$ cat src/rtl/decode_stage_pkg.sv
// -----------------------------------------------------------------------------
// decode_stage_pkg
//   Shared RV32I definitions for the decode stage: instruction word view,
//   opcode / format / operation enumerations, the decoded-instruction record
//   and small helpers for ALU-op selection and immediate extraction.
//   No ports (package).
// -----------------------------------------------------------------------------
package decode_stage_pkg;

  typedef enum logic [6:0] {
    OPC_LOAD     = 7'b0000011,
    OPC_MISC_MEM = 7'b0001111,
    OPC_OP_IMM   = 7'b0010011,
    OPC_AUIPC    = 7'b0010111,
    OPC_STORE    = 7'b0100011,
    OPC_OP       = 7'b0110011,
    OPC_LUI      = 7'b0110111,
    OPC_BRANCH   = 7'b1100011,
    OPC_JALR     = 7'b1100111,
    OPC_JAL      = 7'b1101111,
    OPC_SYSTEM   = 7'b1110011
  } opcode_e;

  typedef enum logic [2:0] {
    OPT_R,
    OPT_I,
    OPT_S,
    OPT_B,
    OPT_U,
    OPT_J
  } optype_e;

  // RV_ADD is the first enumerator and therefore the reset value of the head.
  typedef enum logic [5:0] {
    RV_ADD, RV_SUB, RV_SLL, RV_SLT, RV_SLTU, RV_XOR, RV_SRL, RV_SRA,
    RV_OR, RV_AND, RV_LUI, RV_AUIPC, RV_JAL, RV_JALR,
    RV_BEQ, RV_BNE, RV_BLT, RV_BGE, RV_BLTU, RV_BGEU,
    RV_LOADB, RV_LOADH, RV_LOADW, RV_LOADBU, RV_LOADHU,
    RV_STOREB, RV_STOREH, RV_STOREW,
    RV_FENCE, RV_ECALL, RV_EBREAK, RV_ILLEGAL
  } rv_op_e;

  // R-type field layout; the other formats are sliced from raw directly.
  typedef struct packed {
    logic [6:0] funct7;
    logic [4:0] rs2;
    logic [4:0] rs1;
    logic [2:0] funct3;
    logic [4:0] rd;
    logic [6:0] opcode;
  } rv32i_r_t;

  typedef union packed {
    logic [31:0] raw;
    rv32i_r_t    r;
  } rv32i_inst_u;

  typedef struct packed {
    logic [4:0]  rs1;
    logic [4:0]  rs2;
    logic [4:0]  rd;
    logic [31:0] imm;
    rv_op_e      rv_op;
    logic        r_we;
    logic        illegal;
  } decoded_t;

  // funct3 -> ALU op; alt selects the funct7=0x20 variant (SUB / SRA).
  function automatic rv_op_e alu_op(input logic [2:0] f3, input logic alt);
    rv_op_e op;
    case (f3)
      3'b000:  op = alt ? RV_SUB : RV_ADD;
      3'b001:  op = RV_SLL;
      3'b010:  op = RV_SLT;
      3'b011:  op = RV_SLTU;
      3'b100:  op = RV_XOR;
      3'b101:  op = alt ? RV_SRA : RV_SRL;
      3'b110:  op = RV_OR;
      default: op = RV_AND;
    endcase
    return op;
  endfunction

  // Immediate assembly; the opcode bits [6:0] never contribute.
  function automatic logic [31:0] imm_of(input optype_e t, input logic [31:7] i);
    logic [31:0] imm;
    case (t)
      OPT_I:   imm = {{20{i[31]}}, i[31:20]};
      OPT_S:   imm = {{20{i[31]}}, i[31:25], i[11:7]};
      OPT_B:   imm = {{19{i[31]}}, i[31], i[7], i[30:25], i[11:8], 1'b0};
      OPT_U:   imm = {i[31:12], 12'b0};
      OPT_J:   imm = {{11{i[31]}}, i[31], i[19:12], i[20], i[30:21], 1'b0};
      default: imm = 32'b0;
    endcase
    return imm;
  endfunction

endpackage

$ cat src/rtl/decode_stage_rv32i_decode_core.sv
// -----------------------------------------------------------------------------
// rv32i_decode_core
//   Purely combinational RV32I decoder: instruction word -> decoded_t.
//   Ports:
//     instr_i  in  rv32i_inst_u  instruction word
//     dec_o    out decoded_t     register indices, immediate, op, r_we, illegal
//   Illegal encodings produce an all-zero record with rv_op = RV_ILLEGAL and
//   illegal = 1, so nothing downstream can act on stray field values.
// -----------------------------------------------------------------------------
module rv32i_decode_core
  import decode_stage_pkg::*;
#(
  parameter int unsigned ZERO_RD_NO_WE = 1
) (
  input  rv32i_inst_u instr_i,
  output decoded_t    dec_o
);

  opcode_e    opc;
  logic [2:0] f3;
  logic [6:0] f7;

  assign opc = opcode_e'(instr_i.r.opcode);
  assign f3  = instr_i.r.funct3;
  assign f7  = instr_i.r.funct7;

  optype_e ty;
  rv_op_e  op;
  logic    legal;
  logic    no_wb;   // I-format instructions that never write rd

  always_comb begin
    ty    = OPT_R;
    op    = RV_ILLEGAL;
    legal = 1'b0;
    no_wb = 1'b0;
    case (opc)
      OPC_OP: begin
        ty = OPT_R;
        if (f7 == 7'h00) begin
          op    = alu_op(f3, 1'b0);
          legal = 1'b1;
        end else if (f7 == 7'h20 && (f3 == 3'b000 || f3 == 3'b101)) begin
          op    = alu_op(f3, 1'b1);
          legal = 1'b1;
        end
      end
      OPC_OP_IMM: begin
        ty = OPT_I;
        // Shift-immediates carry funct7 in imm[11:5]; other ops take any imm.
        if (f3 == 3'b001) begin
          op    = RV_SLL;
          legal = (f7 == 7'h00);
        end else if (f3 == 3'b101) begin
          op    = (f7 == 7'h20) ? RV_SRA : RV_SRL;
          legal = (f7 == 7'h00) || (f7 == 7'h20);
        end else begin
          op    = alu_op(f3, 1'b0);
          legal = 1'b1;
        end
      end
      OPC_LOAD: begin
        ty    = OPT_I;
        legal = 1'b1;
        case (f3)
          3'b000:  op = RV_LOADB;
          3'b001:  op = RV_LOADH;
          3'b010:  op = RV_LOADW;
          3'b100:  op = RV_LOADBU;
          3'b101:  op = RV_LOADHU;
          default: legal = 1'b0;
        endcase
      end
      OPC_STORE: begin
        ty    = OPT_S;
        legal = 1'b1;
        case (f3)
          3'b000:  op = RV_STOREB;
          3'b001:  op = RV_STOREH;
          3'b010:  op = RV_STOREW;
          default: legal = 1'b0;
        endcase
      end
      OPC_BRANCH: begin
        ty    = OPT_B;
        legal = 1'b1;
        case (f3)
          3'b000:  op = RV_BEQ;
          3'b001:  op = RV_BNE;
          3'b100:  op = RV_BLT;
          3'b101:  op = RV_BGE;
          3'b110:  op = RV_BLTU;
          3'b111:  op = RV_BGEU;
          default: legal = 1'b0;
        endcase
      end
      OPC_JALR: begin
        ty    = OPT_I;
        op    = RV_JALR;
        legal = (f3 == 3'b000);
      end
      OPC_JAL: begin
        ty    = OPT_J;
        op    = RV_JAL;
        legal = 1'b1;
      end
      OPC_LUI: begin
        ty    = OPT_U;
        op    = RV_LUI;
        legal = 1'b1;
      end
      OPC_AUIPC: begin
        ty    = OPT_U;
        op    = RV_AUIPC;
        legal = 1'b1;
      end
      OPC_MISC_MEM: begin
        ty    = OPT_I;
        op    = RV_FENCE;
        no_wb = 1'b1;
        legal = (f3 == 3'b000);
      end
      OPC_SYSTEM: begin
        ty    = OPT_I;
        no_wb = 1'b1;
        // Only the two exact base encodings; CSR forms are not part of RV32I.
        if (instr_i.raw[31:7] == 25'h0000000) begin
          op    = RV_ECALL;
          legal = 1'b1;
        end else if (instr_i.raw[31:7] == 25'h0002000) begin
          op    = RV_EBREAK;
          legal = 1'b1;
        end
      end
      default: ;
    endcase
    if (instr_i.raw[1:0] != 2'b11) legal = 1'b0;
  end

  always_comb begin
    dec_o         = '0;
    dec_o.rv_op   = RV_ILLEGAL;
    dec_o.illegal = 1'b1;
    if (legal) begin
      dec_o.illegal = 1'b0;
      dec_o.rv_op   = op;
      dec_o.imm     = imm_of(ty, instr_i.raw[31:7]);
      dec_o.rs1     = (ty == OPT_U || ty == OPT_J) ? 5'd0 : instr_i.r.rs1;
      dec_o.rs2     = (ty == OPT_R || ty == OPT_S || ty == OPT_B) ? instr_i.r.rs2 : 5'd0;
      dec_o.rd      = (ty == OPT_S || ty == OPT_B) ? 5'd0 : instr_i.r.rd;
      dec_o.r_we    = !no_wb && !(ty == OPT_S || ty == OPT_B) &&
                      !((ZERO_RD_NO_WE != 0) && instr_i.r.rd == 5'd0);
    end
  end

endmodule

$ cat src/rtl/decode_stage.sv
// -----------------------------------------------------------------------------
// decode_stage
//   Registered RV32I decode stage: decodes the incoming word combinationally
//   and stores the result in a DEPTH-entry circular queue read at the head.
//   Ports:
//     clk, rst_n         clock, asynchronous active-low reset
//     flush              drop every queued entry and any same-cycle push
//     in_valid/in_ready  fetch handshake; in_instr, in_pc carried with it
//     out_valid/out_ready execute handshake on the queue head
//     out_pc, out_rs1, out_rs2, out_rd, out_imm, out_rv_op, out_r_we,
//     out_illegal        decoded fields of the head entry
//
//   Handshake: a transfer happens on a rising edge where valid && ready on
//   that side. in_ready depends only on the occupancy (no same-cycle bypass
//   when full), out_* is held stable while out_valid && !out_ready, and
//   flush overrides both push and pop for that edge.
// -----------------------------------------------------------------------------
module decode_stage
  import decode_stage_pkg::*;
#(
  parameter int XLEN          = 32,
  parameter int DEPTH         = 2,
  parameter int ZERO_RD_NO_WE = 1
) (
  input  logic            clk,
  input  logic            rst_n,
  input  logic            flush,
  input  logic            in_valid,
  output logic            in_ready,
  input  logic [31:0]     in_instr,
  input  logic [XLEN-1:0] in_pc,
  output logic            out_valid,
  input  logic            out_ready,
  output logic [XLEN-1:0] out_pc,
  output logic [4:0]      out_rs1,
  output logic [4:0]      out_rs2,
  output logic [4:0]      out_rd,
  output logic [XLEN-1:0] out_imm,
  output rv_op_e          out_rv_op,
  output logic            out_r_we,
  output logic            out_illegal
);

  localparam int PTR_W = (DEPTH > 1) ? $clog2(DEPTH) : 1;
  localparam int CNT_W = $clog2(DEPTH + 1);
  localparam logic [PTR_W-1:0] PTR_LAST = PTR_W'(DEPTH - 1);
  localparam logic [CNT_W-1:0] CNT_FULL = CNT_W'(DEPTH);

  function automatic logic [PTR_W-1:0] ptr_inc(input logic [PTR_W-1:0] p);
    return (p == PTR_LAST) ? '0 : p + 1'b1;
  endfunction

  rv32i_inst_u inst;
  decoded_t    dec;

  assign inst = in_instr;

  rv32i_decode_core #(
    .ZERO_RD_NO_WE(ZERO_RD_NO_WE)
  ) u_core (
    .instr_i(inst),
    .dec_o  (dec)
  );

  decoded_t         ent_q [DEPTH];
  logic [XLEN-1:0]  pc_q  [DEPTH];
  logic [PTR_W-1:0] wr_ptr_q, wr_ptr_d;
  logic [PTR_W-1:0] rd_ptr_q, rd_ptr_d;
  logic [CNT_W-1:0] count_q, count_d;
  logic             push, pop;

  assign in_ready  = (count_q != CNT_FULL);
  assign out_valid = (count_q != '0);
  assign push      = in_valid && in_ready;
  assign pop       = out_valid && out_ready;

  always_comb begin
    wr_ptr_d = wr_ptr_q;
    rd_ptr_d = rd_ptr_q;
    count_d  = count_q;
    if (flush) begin
      wr_ptr_d = '0;
      rd_ptr_d = '0;
      count_d  = '0;
    end else begin
      if (push) wr_ptr_d = ptr_inc(wr_ptr_q);
      if (pop)  rd_ptr_d = ptr_inc(rd_ptr_q);
      if (push && !pop)      count_d = count_q + 1'b1;
      else if (!push && pop) count_d = count_q - 1'b1;
    end
  end

  always_ff @(posedge clk or negedge rst_n) begin
    if (!rst_n) begin
      wr_ptr_q <= '0;
      rd_ptr_q <= '0;
      count_q  <= '0;
    end else begin
      wr_ptr_q <= wr_ptr_d;
      rd_ptr_q <= rd_ptr_d;
      count_q  <= count_d;
    end
  end

  // Storage is cleared on reset so the head reads as all-zero / RV_ADD.
  always_ff @(posedge clk or negedge rst_n) begin
    if (!rst_n) begin
      for (int i = 0; i < DEPTH; i++) begin
        ent_q[i] <= '0;
        pc_q[i]  <= '0;
      end
    end else if (push && !flush) begin
      ent_q[wr_ptr_q] <= dec;
      pc_q[wr_ptr_q]  <= in_pc;
    end
  end

  decoded_t head;
  assign head = ent_q[rd_ptr_q];

  assign out_pc      = pc_q[rd_ptr_q];
  assign out_rs1     = head.rs1;
  assign out_rs2     = head.rs2;
  assign out_rd      = head.rd;
  assign out_imm     = XLEN'($signed(head.imm));
  assign out_rv_op   = head.rv_op;
  assign out_r_we    = head.r_we;
  assign out_illegal = head.illegal;

endmodule

$ cat config.mk
export PLATFORM = sky130hd
export DESIGN_NAME = decode_stage
export DESIGN_NICKNAME = d
export VERILOG_FILES = /design/src/rtl/decode_stage_pkg.sv /design/src/rtl/decode_stage_rv32i_decode_core.sv /design/src/rtl/decode_stage.sv
export SDC_FILE = /design/constraint.sdc
export NUM_CORES = 1
export LEC_CHECK = 0
export CORE_ASPECT_RATIO = 0.5
export CORE_MARGIN = 2
export CORE_UTILIZATION = 48
export CTS_BUF_LIST = sky130_fd_sc_hd__clkbuf_8
export DETAILED_ROUTE_END_ITERATION = 6
export GPL_TIMING_DRIVEN = 0
export PLACE_DENSITY = 0.78
export REMOVE_ABC_BUFFERS = 1
export SYNTH_ARGS = -nofsm -noshare
export SYNTH_HDL_FRONTEND = slang
export SYNTH_SLANG_ARGS = --single-unit
$ cat constraint.sdc
create_clock -name clk -period 4.9 [get_ports clk]
set_input_delay 0.98 -clock clk [delete_from_list [all_inputs] [get_ports clk]]
set_output_delay 0.98 -clock clk [all_outputs]
set_load 0.1 [all_outputs]
### After elaboration in Yosys (flattened, before gate mapping)

Cells that the tools add are included.

| storage, ports and cells | value |
|---|---|
| memories | 0 |
| output and inout port bits | 89 |
| ROM bits | 0 |
| memory bits (writable) | 0 |
| bits of input ports | 69 |
| bits in registers | 178 |
| bits in latches | 0 |

| operators by class | value |
|---|---|
| bitwise logic cells | 2 |
| divide/modulo/power cells | 0 |
| $mul | 0 |
| $lt $le $gt $ge | 3 |
| eq/ne operators | 27 |
| shift operators | 0 |
| add/subtract/negate cells | 4 |
| muxes and demuxes | 53 |
| reductions and logical operators | 38 |

Operators with widths:

| operator | number |
|---|---|
| $mux W55 | 5 |
| $pmux W32 S5 | 1 |
| $mux W32 | 4 |
| $bwmux W110 | 1 |
| $pmux W6 S11 | 1 |
| $bwmux W64 | 1 |
| $pmux W4 S7 | 2 |
| $demux W55 S1 | 1 |
| $pmux W4 S5 | 2 |
| $demux W32 S1 | 1 |
| $mux W6 | 5 |
| $pmux W5 S6 | 1 |
| $eq A7 B6 Y1 const B | 4 |
| $eq A7 B7 Y1 const B | 4 |
| $eq A25 B14 Y1 const B | 1 |
| $logic_not A25 Y1 | 1 |
| $mux W1 | 19 |
| $eq A3 B3 Y1 const B | 6 |
| $mux W5 | 3 |
| $pmux W3 S5 | 1 |
| $eq A7 B5 Y1 const B | 2 |
| $eq A3 B2 Y1 const B | 4 |
| $reduce_or A5 Y1 | 2 |
| $logic_and A1 B1 Y1 | 9 |
| other kinds (23) | 46 |

### Longest topological paths before layout

Gate-level depths: netlist of the first run.

| depth | value |
|---|---|
| depth in word-level cells | 10 |
| gate-level depth with buffers | 9 |
| depth with buffers taken out | 6 |

### Cells and area by module

From an unflattened synthesis of the first run, not the netlist that was laid out.

| second synthesis, totals | value |
|---|---|
| cell total of the unflattened synthesis | 737 |
| area, all modules | 9036.2 um2 |

By module, submodules not included:

| module | seq. area each (um2) | area an instance (um2) | cells each | instances |
|---|---|---|---|---|
| decode_stage | 4454.3 | 7678.6 | 488 | 1 |
| rv32i_decode_core | 0.0 | 1357.6 | 249 | 1 |

### Worst setup path before layout of the first run

Ideal clock, no wire load.

| timing | value |
|---|---|
| path type | register to register |
| start | register count_q[0] |
| end | register ent_q[60] (netlist name) |
| cell stages (with the launch flop) | 7 |
| period minus slack after synthesis | 2.846 ns |
| data required time | 4.774 ns |
| setup slack | 2.054 ns |
| data arrival time | 2.720 ns |
| setup time | 0.126 ns |
| cells stage by stage | dfrtp_1 > nand2b_1 > nand2_1 > or3_1 > clkbuf_1 > or4_1 > o32a_1 |

| on the way | value |
|---|---|
| cells in the longest elaborated chain, start to end | 3 |

RTL lines:

| what | RTL line | text |
|---|---|---|
| from (decl) | decode_stage.sv:69 | `logic [CNT_W-1:0] count_q, count_d;` |
| from (signal assigned) | decode_stage.sv:101 | `count_q <= count_d;` |
| $ne A2 B2 Y1 | decode_stage.sv:72 | `assign in_ready = (count_q != CNT_FULL);` |
| named net in_ready | decode_stage.sv:29 | `output logic in_ready,` |
| $logic_and A1 B1 Y1 | decode_stage.sv:74 | `assign push = in_valid && in_ready;` |
| $logic_and A1 B1 Y1 | decode_stage.sv:112 | `end else if (push && !flush) begin` |
| to (signal, indexed assignment) | decode_stage.sv:109 | `ent_q[i] <= '0;` |
| to (signal, indexed assignment) | decode_stage.sv:113 | `ent_q[wr_ptr_q] <= dec;` |
| to (decl) | decode_stage.sv:65 | `decoded_t ent_q [DEPTH];` |

The timed path passes the listed nets, and every way through them passes these cells.
A chain may end at the register's enable or synchronous reset.

### Final worst setup path of the first run

| timing | value |
|---|---|
| start | input port in_instr[6] |
| end | register ent_q[101] (netlist name) |

| on the way | value |
|---|---|
| cells in the longest elaborated chain, start to end | 9 |

RTL lines:

| what | RTL line | text |
|---|---|---|
| from (decl) | decode_stage.sv:30 | `input logic [31:0] in_instr,` |
| $eq A7 B7 Y1, or another cell as far along | decode_stage_rv32i_decode_core.sv:37 | `case (opc)` |
| $reduce_or A5 Y1 (no source line) / $reduce_or A2 Y1 (equally long branches) | -- |  |
| $pmux W3 S5 | decode_stage_rv32i_decode_core.sv:37 |  |
| $eq A3 B2 Y1 / $logic_not A3 Y1 (equally long branches) | decode_stage_rv32i_decode_core.sv:149 | `dec_o.rs2 = (ty == OPT_R \|\| ty == OPT_S \|\| ty == OPT_B) ? instr_i.r.rs2 : 5'd0;` |
| $logic_or A1 B1 Y1 (2 in a row) | decode_stage_rv32i_decode_core.sv:149 |  |
| $mux W5 | decode_stage_rv32i_decode_core.sv:149 |  |
| $mux W55 (*) | decode_stage_rv32i_decode_core.sv:144 | `if (legal) begin` |
| $bwmux W110 (*) | decode_stage.sv:113 |  |

Mark *: on every way between the ends. The rest lies on a longest branch, timed or not.

==> flow_metrics.env, run 1 <==
export IMPL_p_per_area_nw_per_um2=358
export IMPL_first_pass_iters=5
export IMPL_finalCriticalPeriod_ns=4.15
export IMPL_cpPeakStageDelay_ns=1.08
export IMPL_yosysWarnings=0
export IMPL_maxSlewViolCount=0
export IMPL_path_clk_slew_ns=0.11
export IMPL_grt_pass1_vias=7829
export IMPL_required_ns=5.19
export IMPL_die_area_um2=19900
export IMPL_cts_resized=0
export IMPL_power_frac_seq=0.428
export IMPL_postRouteAntennaNets=0
export IMPL_crit_fanout=27
export IMPL_gp_routability_congestion=0.886
export IMPL_cts_tree="done"
export IMPL_hold_class="reg2reg"
export IMPL_register_area_um2=4410
export IMPL_clock_skew_final_ns=0.0139
export IMPL_cell_internal_pwr_mw=2.41
export IMPL_synth_area_per_cell_um2=9.01
export IMPL_cp_cell_sequence="clkdlybuf4s50_1 > nand2b_1 > mux2i_1 > nand3_1 > o21ai_0 > o31ai_1 > o21ai_0"
export IMPL_critPathArrivalTime_ns=4.45
export IMPL_swShare=0.396
export IMPL_netlist_instances=995
export IMPL_reg2reg_to="ent_q[60]$_DFFE_PN0P_"
export IMPL_cts_root_buf="clkbuf_8"
export IMPL_async_flop_share=1.00
export IMPL_placementRows=35
export IMPL_clkPwrFrac=0.261
export IMPL_grt_pass1_wl_um=39300
export IMPL_setup_violations=0
export IMPL_drv_cap=0
export IMPL_dp_cells=1326
export IMPL_post_route_period_util=0.847
export IMPL_start_util=0.489
export IMPL_crit_path_end_kind="register"
export IMPL_portBuffers=156
export IMPL_n_antenna_cell=0
export IMPL_antenna_found_initial=0
export IMPL_holdPathStages=2
export IMPL_p_sw_mw=1.58
export IMPL_place_area_um2=10800
export IMPL_pre_cts_ws_ns=0.324
export IMPL_fmax_mhz=241
export IMPL_p_leak_nw=4.85
export IMPL_clock_path_buffers=2
export IMPL_synth_seq_area_share=0.491
export IMPL_whs_endpoint="pc_q[47]$_DFFE_PN0P_"
export IMPL_cts_buffers=17
export IMPL_synth_top_flop_cell="dfrtp_1"
export IMPL_viasPerCell=5.69
export IMPL_power_mw=3.99
export IMPL_irDropWorstVdd_uv=179
export IMPL_worstHoldStart="pc_q[47]$_DFFE_PN0P_"
export IMPL_cpMostUsedCell="o21ai_0"
export IMPL_die_w_um=197
export IMPL_grt_usage=0.249
export IMPL_fin_util=0.609
export IMPL_drtIter0Drc=666
export IMPL_multi_input_area_um2=4200
export IMPL_synth_edf_count=0
export IMPL_ys_types=52
export IMPL_finalHoldViolCount=0
export IMPL_outcome="finished clean"
export IMPL_layout_setup_ws_ns=0.748
export IMPL_htreeDepth=4
export IMPL_nets=1174
export IMPL_ys_top_cells_by_area="dfrtp_1, nand2_1, mux2_2"
export IMPL_synth_top_cell_by_area="dfrtp_1"
export IMPL_post_cts_setup_buffers=0
export IMPL_synth_seq_cells=176
export IMPL_final_common_cell="nand2_1"
export IMPL_slowest_stage="clkdlybuf4s50_1"
export IMPL_pin_count=158
export IMPL_layout_common_cells="nand2_1, dfrtp_1, clkdlybuf4s50_1"
export IMPL_totalWireLength_um=24000
export IMPL_rsz0062_at_grt="no"
export IMPL_drive_above_1_share=0.137
export IMPL_wl_per_cell_um=17.7
export IMPL_instances_no_fill=1358
export IMPL_cts_sinks=176
export IMPL_grt_max_degree=93
export IMPL_r2r_start="count_q[0]$_DFFE_PN0P_"
export IMPL_coreArea_um2=18300
export IMPL_synth_area_um2=8960
export IMPL_tightest_slew_ns=1.24
export IMPL_n_fill_cell=1521
export IMPL_startpoint_type="primary input"
export IMPL_area_delta_synth_final_pct=24.5
export IMPL_worstRegToRegCells=5
export IMPL_combPwrFrac=0.312
export IMPL_synth_top_cell_area_share=0.491
export IMPL_crit_type="in2reg"
export IMPL_max_slew_margin=0.174
export IMPL_gr_total_overflow=0
export IMPL_reg2reg_setup_slack_ns=2.51
export IMPL_clock_latency_ns=0.46
export IMPL_die_h_um=101
export IMPL_cts_hold_buf=0
export IMPL_dp_hpwl_um=16100
export IMPL_drc=0
export IMPL_postLayoutCellArea_um2=11200
export IMPL_vias=7732
synthesized netlist by cell type, types with 2 or more instances:
| cell type | n |
|---|---|
| or3_1 | 3 |
| o31ai_1 | 63 |
| nor2b_1 | 5 |
| nand2b_1 | 9 |
| o21ai_0 | 48 |
| nand3_1 | 31 |
| a31oi_1 | 9 |
| nand4bb_1 | 2 |
| a32oi_1 | 2 |
| buf_6 | 6 |
| a22oi_1 | 7 |
| buf_1 | 14 |
| a32o_1 | 2 |
| clkbuf_1 | 50 |
| a21oi_1 | 40 |
| nand2_1 | 325 |
| or4_1 | 3 |
| dfrtp_1 | 176 |
| nor4_4 | 2 |
| inv_1 | 5 |
| o31ai_2 | 2 |
| nor3_1 | 19 |
| xor2_1 | 4 |
| and2_1 | 4 |
| buf_2 | 11 |
| a211oi_1 | 3 |
| nand3b_1 | 4 |
| o21a_1 | 2 |
| nor2_1 | 30 |
| mux2_2 | 87 |
| nor4_1 | 6 |
through the flow:
stage	setup TNS [ns]	hold slack, ns
global route	0	0.502
CTS	0	0.482
detailed placement	0	0.459
global placement	-1327.75	0.452
finish	0	0.478
floorplan	-136.73	0.440
registers in the layout, indices dropped and copies added, names as in the netlist:
| register | cells |
|---|---|
| ent_q | 108 |
| pc_q | 64 |
| count_q | 2 |
| rd_ptr_q | 1 |
| wr_ptr_q | 1 |
logic make-up (layout without fill, tap and decap cells):
kind of cell / Yosys count / in the layout / synth area share
and+or+nand+nor: 451 / 451 / 0.215
DFF: 176 / 176 / 0.491
other: 1 / 1 / 0.000418
muxes: 88 / 88 / 0.110
xor gates and xnor gates: 4 / 4 / 0.00391
AOI/OAI and AO/OA: 188 / 188 / 0.135
buffers and inverters: 87 / 210 / 0.0434
area by class of cell:
type,instances,share of cell area
Tap cell,240,0.0269
Sequential cell,176,0.395
Timing Repair Buffer,173,0.164
Multi-Input combinational cell,732,0.376
Clock buffer,18,0.0222
Clock inverter,14,0.0146
Inverter,5,0.00168
worst max-delay path by stage:
stage,from,end,slack [ns],depth (start not counted)
after floorplan,in_instr[6],ent_q[105]$_DFFE_PN0P_,-1.81,6
after global placement,in_instr[6],ent_q[69]$_DFFE_PN0P_,-5.44,7
after detailed placement,in_instr[6],ent_q[101]$_DFFE_PN0P_,0.32,7
after CTS,rd_ptr_q$_DFFE_PN0P_,out_rs1[0],0.76,3
after global routing,in_instr[6],ent_q[101]$_DFFE_PN0P_,0.38,7
final,in_instr[6],ent_q[101]$_DFFE_PN0P_,0.75,7
critical path, delay by kind of cell:
family,cells,cell delay [ns]
compound gates,3,1.52
buf+inv,1,1.08
mux,1,0.15
simple gates,2,0.71
power by group through the flow:
stage | combinational, mW | clock, mW | sequential [mW]
finish | 1.25 | 1.04 | 1.71
global route | 1.32 | 1.13 | 1.73
CTS | 1.25 | 1.07 | 1.71
detailed placement | 1.24 | 0 | 1.74
global placement | 1.20 | 0 | 1.73
floorplan | 0.918 | 0 | 1.71
metal layers:
layer  routed length (um)  global-route usage
met4                  418              0.0792
met3                 1040              0.0365
met5                    0                   0
met2                12000               0.435
met1                10500               0.324
(Power assumes the default switching activity.)
==> run 2, diff against run 1 <==
Settings changed: PLACE_DENSITY 0.78 to 0.81.
Clock period 4.9 ns to 3.35 ns, I/O delays scaled along.
==> run 2 against run 1 <==
  * Cell count grew 0.22%
  * Die area is the same
  * Clock power grew 48%
  * Combinational power grew 42%
  * Utilization shrank 0.53 points
  * Cell area shrank 0.87%
  * Sequential power grew 46%
  * Critical path type is now reg2out
  * Critical endpoint is now out_imm[24]
  * Largest power group unchanged
==> flow_metrics.env, run 2 (synthesized netlist as in run 1, its figures left out) <==
export IMPL_required_ns=2.68
export IMPL_htreeDepth=4
export IMPL_dp_hpwl_um=15800
export IMPL_tightest_slew_ns=1.02
export IMPL_final_common_cell="nand2_1"
export IMPL_cts_tree="done"
export IMPL_drc=0
export IMPL_fin_util=0.603
export IMPL_path_buf_inv=1
export IMPL_drtIter0Drc=724
export IMPL_met1_length_um=10400
export IMPL_regMostFlops="ent_q"
export IMPL_antenna_found_initial=1
export IMPL_post_route_period_util=0.979
export IMPL_drive_above_1_share=0.164
export IMPL_grt_pass1_wl_um=39000
export IMPL_portBuffers=156
export IMPL_startpoint_type="register"
export IMPL_start_util=0.489
export IMPL_fmax_mhz=305
export IMPL_route_met3_wl_um=1230
export IMPL_grt_max_degree=133
export IMPL_layout_common_cells="nand2_1, dfrtp_1, mux2_2"
export IMPL_largest_reg_flops=108
export IMPL_place_area_um2=10700
export IMPL_clock_path_buffers=2
export IMPL_dr_wl_met2_um=12200
export IMPL_dp_cells=1324
export IMPL_layout_setup_ws_ns=0.0704
export IMPL_crit_type="reg2out"
export IMPL_outcome="finished clean"
export IMPL_vias=7802
export IMPL_postRouteAntennaNets=0
export IMPL_whs_ns=0.0818
export IMPL_viasPerCell=5.73
export IMPL_cts_root_buf="clkbuf_8"
export IMPL_top_layer="met4"
export IMPL_drv_cap=0
export IMPL_area_delta_synth_final_pct=23.5
export IMPL_pin_count=158
export IMPL_grt_usage=0.247
export IMPL_p_per_area_nw_per_um2=525
export IMPL_p_leak_nw=5.26
export IMPL_crit_fanout=26
export IMPL_nets=1176
export IMPL_cp_cell_sequence="mux2_2 > clkdlybuf4s50_1"
export IMPL_wl_per_cell_um=17.9
export IMPL_finalHoldViolCount=0
export IMPL_clock_latency_ns=0.46
export IMPL_hold_class="in2async"
export IMPL_slowest_stage="clkdlybuf4s50_1"
export IMPL_pre_cts_ws_ns=-1.06
export IMPL_maxSlewViolCount=0
export IMPL_instances_no_fill=1361
export IMPL_clock_skew_final_ns=0.0145
export IMPL_irDropWorstVdd_uv=219
export IMPL_die_h_um=101
export IMPL_crit_path_end_kind="output port"
export IMPL_gp_routability_congestion=0.894
export IMPL_max_slew_margin=0.320
export IMPL_coreArea_um2=18300
export IMPL_finalCriticalPeriod_ns=3.28
export IMPL_n_fill_cell=1547
export IMPL_grt_pass1_vias=7821
export IMPL_cpPeakStageDelay_ns=1.14
export IMPL_path_clk_slew_ns=0.11
export IMPL_cts_buffers=17
export IMPL_critPathArrivalTime_ns=2.61
export IMPL_top_regs="ent_q x108, pc_q x64, count_q x2"
export IMPL_die_area_um2=19900
export IMPL_critical_path_top_delay_family="buffers and inverters"
export IMPL_cts_sinks=176
export IMPL_first_pass_iters=5
export IMPL_postLayoutCellArea_um2=11100
export IMPL_gr_total_overflow=0
export IMPL_totalWireLength_um=24400
export IMPL_die_w_um=197
export IMPL_placementRows=35
export IMPL_setup_violations=0
## run 2: cell types whose count changed in the layout (fill, tap and decap cells not counted), sizes merged
cell / change
buf: +2
clkbuf: +26
clkdlybuf4s50: -82
clkinv: +2
clkinvlp: -1
diode: +1
dlygate4sd2: +37
dlymetal6s2s: +19
inv: -1
## run 2: worst register-to-register path: cells and delay by family (launching register included)
family	cells	cell delay [ns]
AO/OA/AOI/OAI	1	0.29
flip-flops	1	0.41
AND/OR/NAND/NOR	4	1.61
## run 2: routing by layer
metal / track usage / up-vias
met5: 0 / -
met4: 0.102 / 0
met3: 0.0345 / 39
met2: 0.426 / 248
met1: 0.319 / 3873
li1: - / 3642
## run 2: where the power goes
part | leakage [nW] | switching [mW] | internal [mW]
Clock | 0.211 | 0.891 | 0.652
Sequential | 2.31 | 0.134 | 2.35
Combinational | 2.74 | 1.31 | 0.467
Total | 5.26 | 2.34 | 3.47
## run 2: cell type report
type                    count  area [um2]  share of cell area
flip-flops and latches    176        4410               0.398
multi-input cells         732        4220               0.381
repair buffers            175        1710               0.154
well taps                 240         300              0.0271
clock buffers              18         248              0.0224
clock inverters            14         164              0.0148
inverters                   5        18.8             0.00170
diodes                      1        2.50            0.000226
## run 2: final timing paths
path | start | to | slack (ns) | depth (start not counted)
max in group asynchronous | rst_n | pc_q[21]$_DFFE_PN0P_ | 2.31 | 2
min in group clk | pc_q[18]$_DFFE_PN0P_ | pc_q[18]$_DFFE_PN0P_ | 0.47 | 2
worst max-delay path | rd_ptr_q$_DFFE_PN0P_ | out_imm[24] | 0.07 | 2
worst min register to register | pc_q[18]$_DFFE_PN0P_ | pc_q[18]$_DFFE_PN0P_ | 0.47 | 2
worst min-delay path | rst_n | ent_q[67]$_DFFE_PN0P_ | 0.08 | 1
worst max register to register | count_q[0]$_DFFE_PN0P_ | ent_q[60]$_DFFE_PN0P_ | 0.95 | 5
## run 2: metrics by stage
stage	TNS, ns	total power, mW
global route	-0.0000724	6.06
finish	0	5.81
detailed placement	-91.97	4.35
floorplan	-316.90	3.84
global placement	-1858.60	4.30
CTS	0	5.86
## run 2: repair_timing
item / in CTS / in global routing
setup endpoints to repair: 183 / 138
cloned: 0 / 0
pin swaps: 1 / 0
resized for setup: 65 / 73
hold buffers: 0 / 0
buffers inserted: 4 / 0
endpoints found under the hold margin: 0 / 0
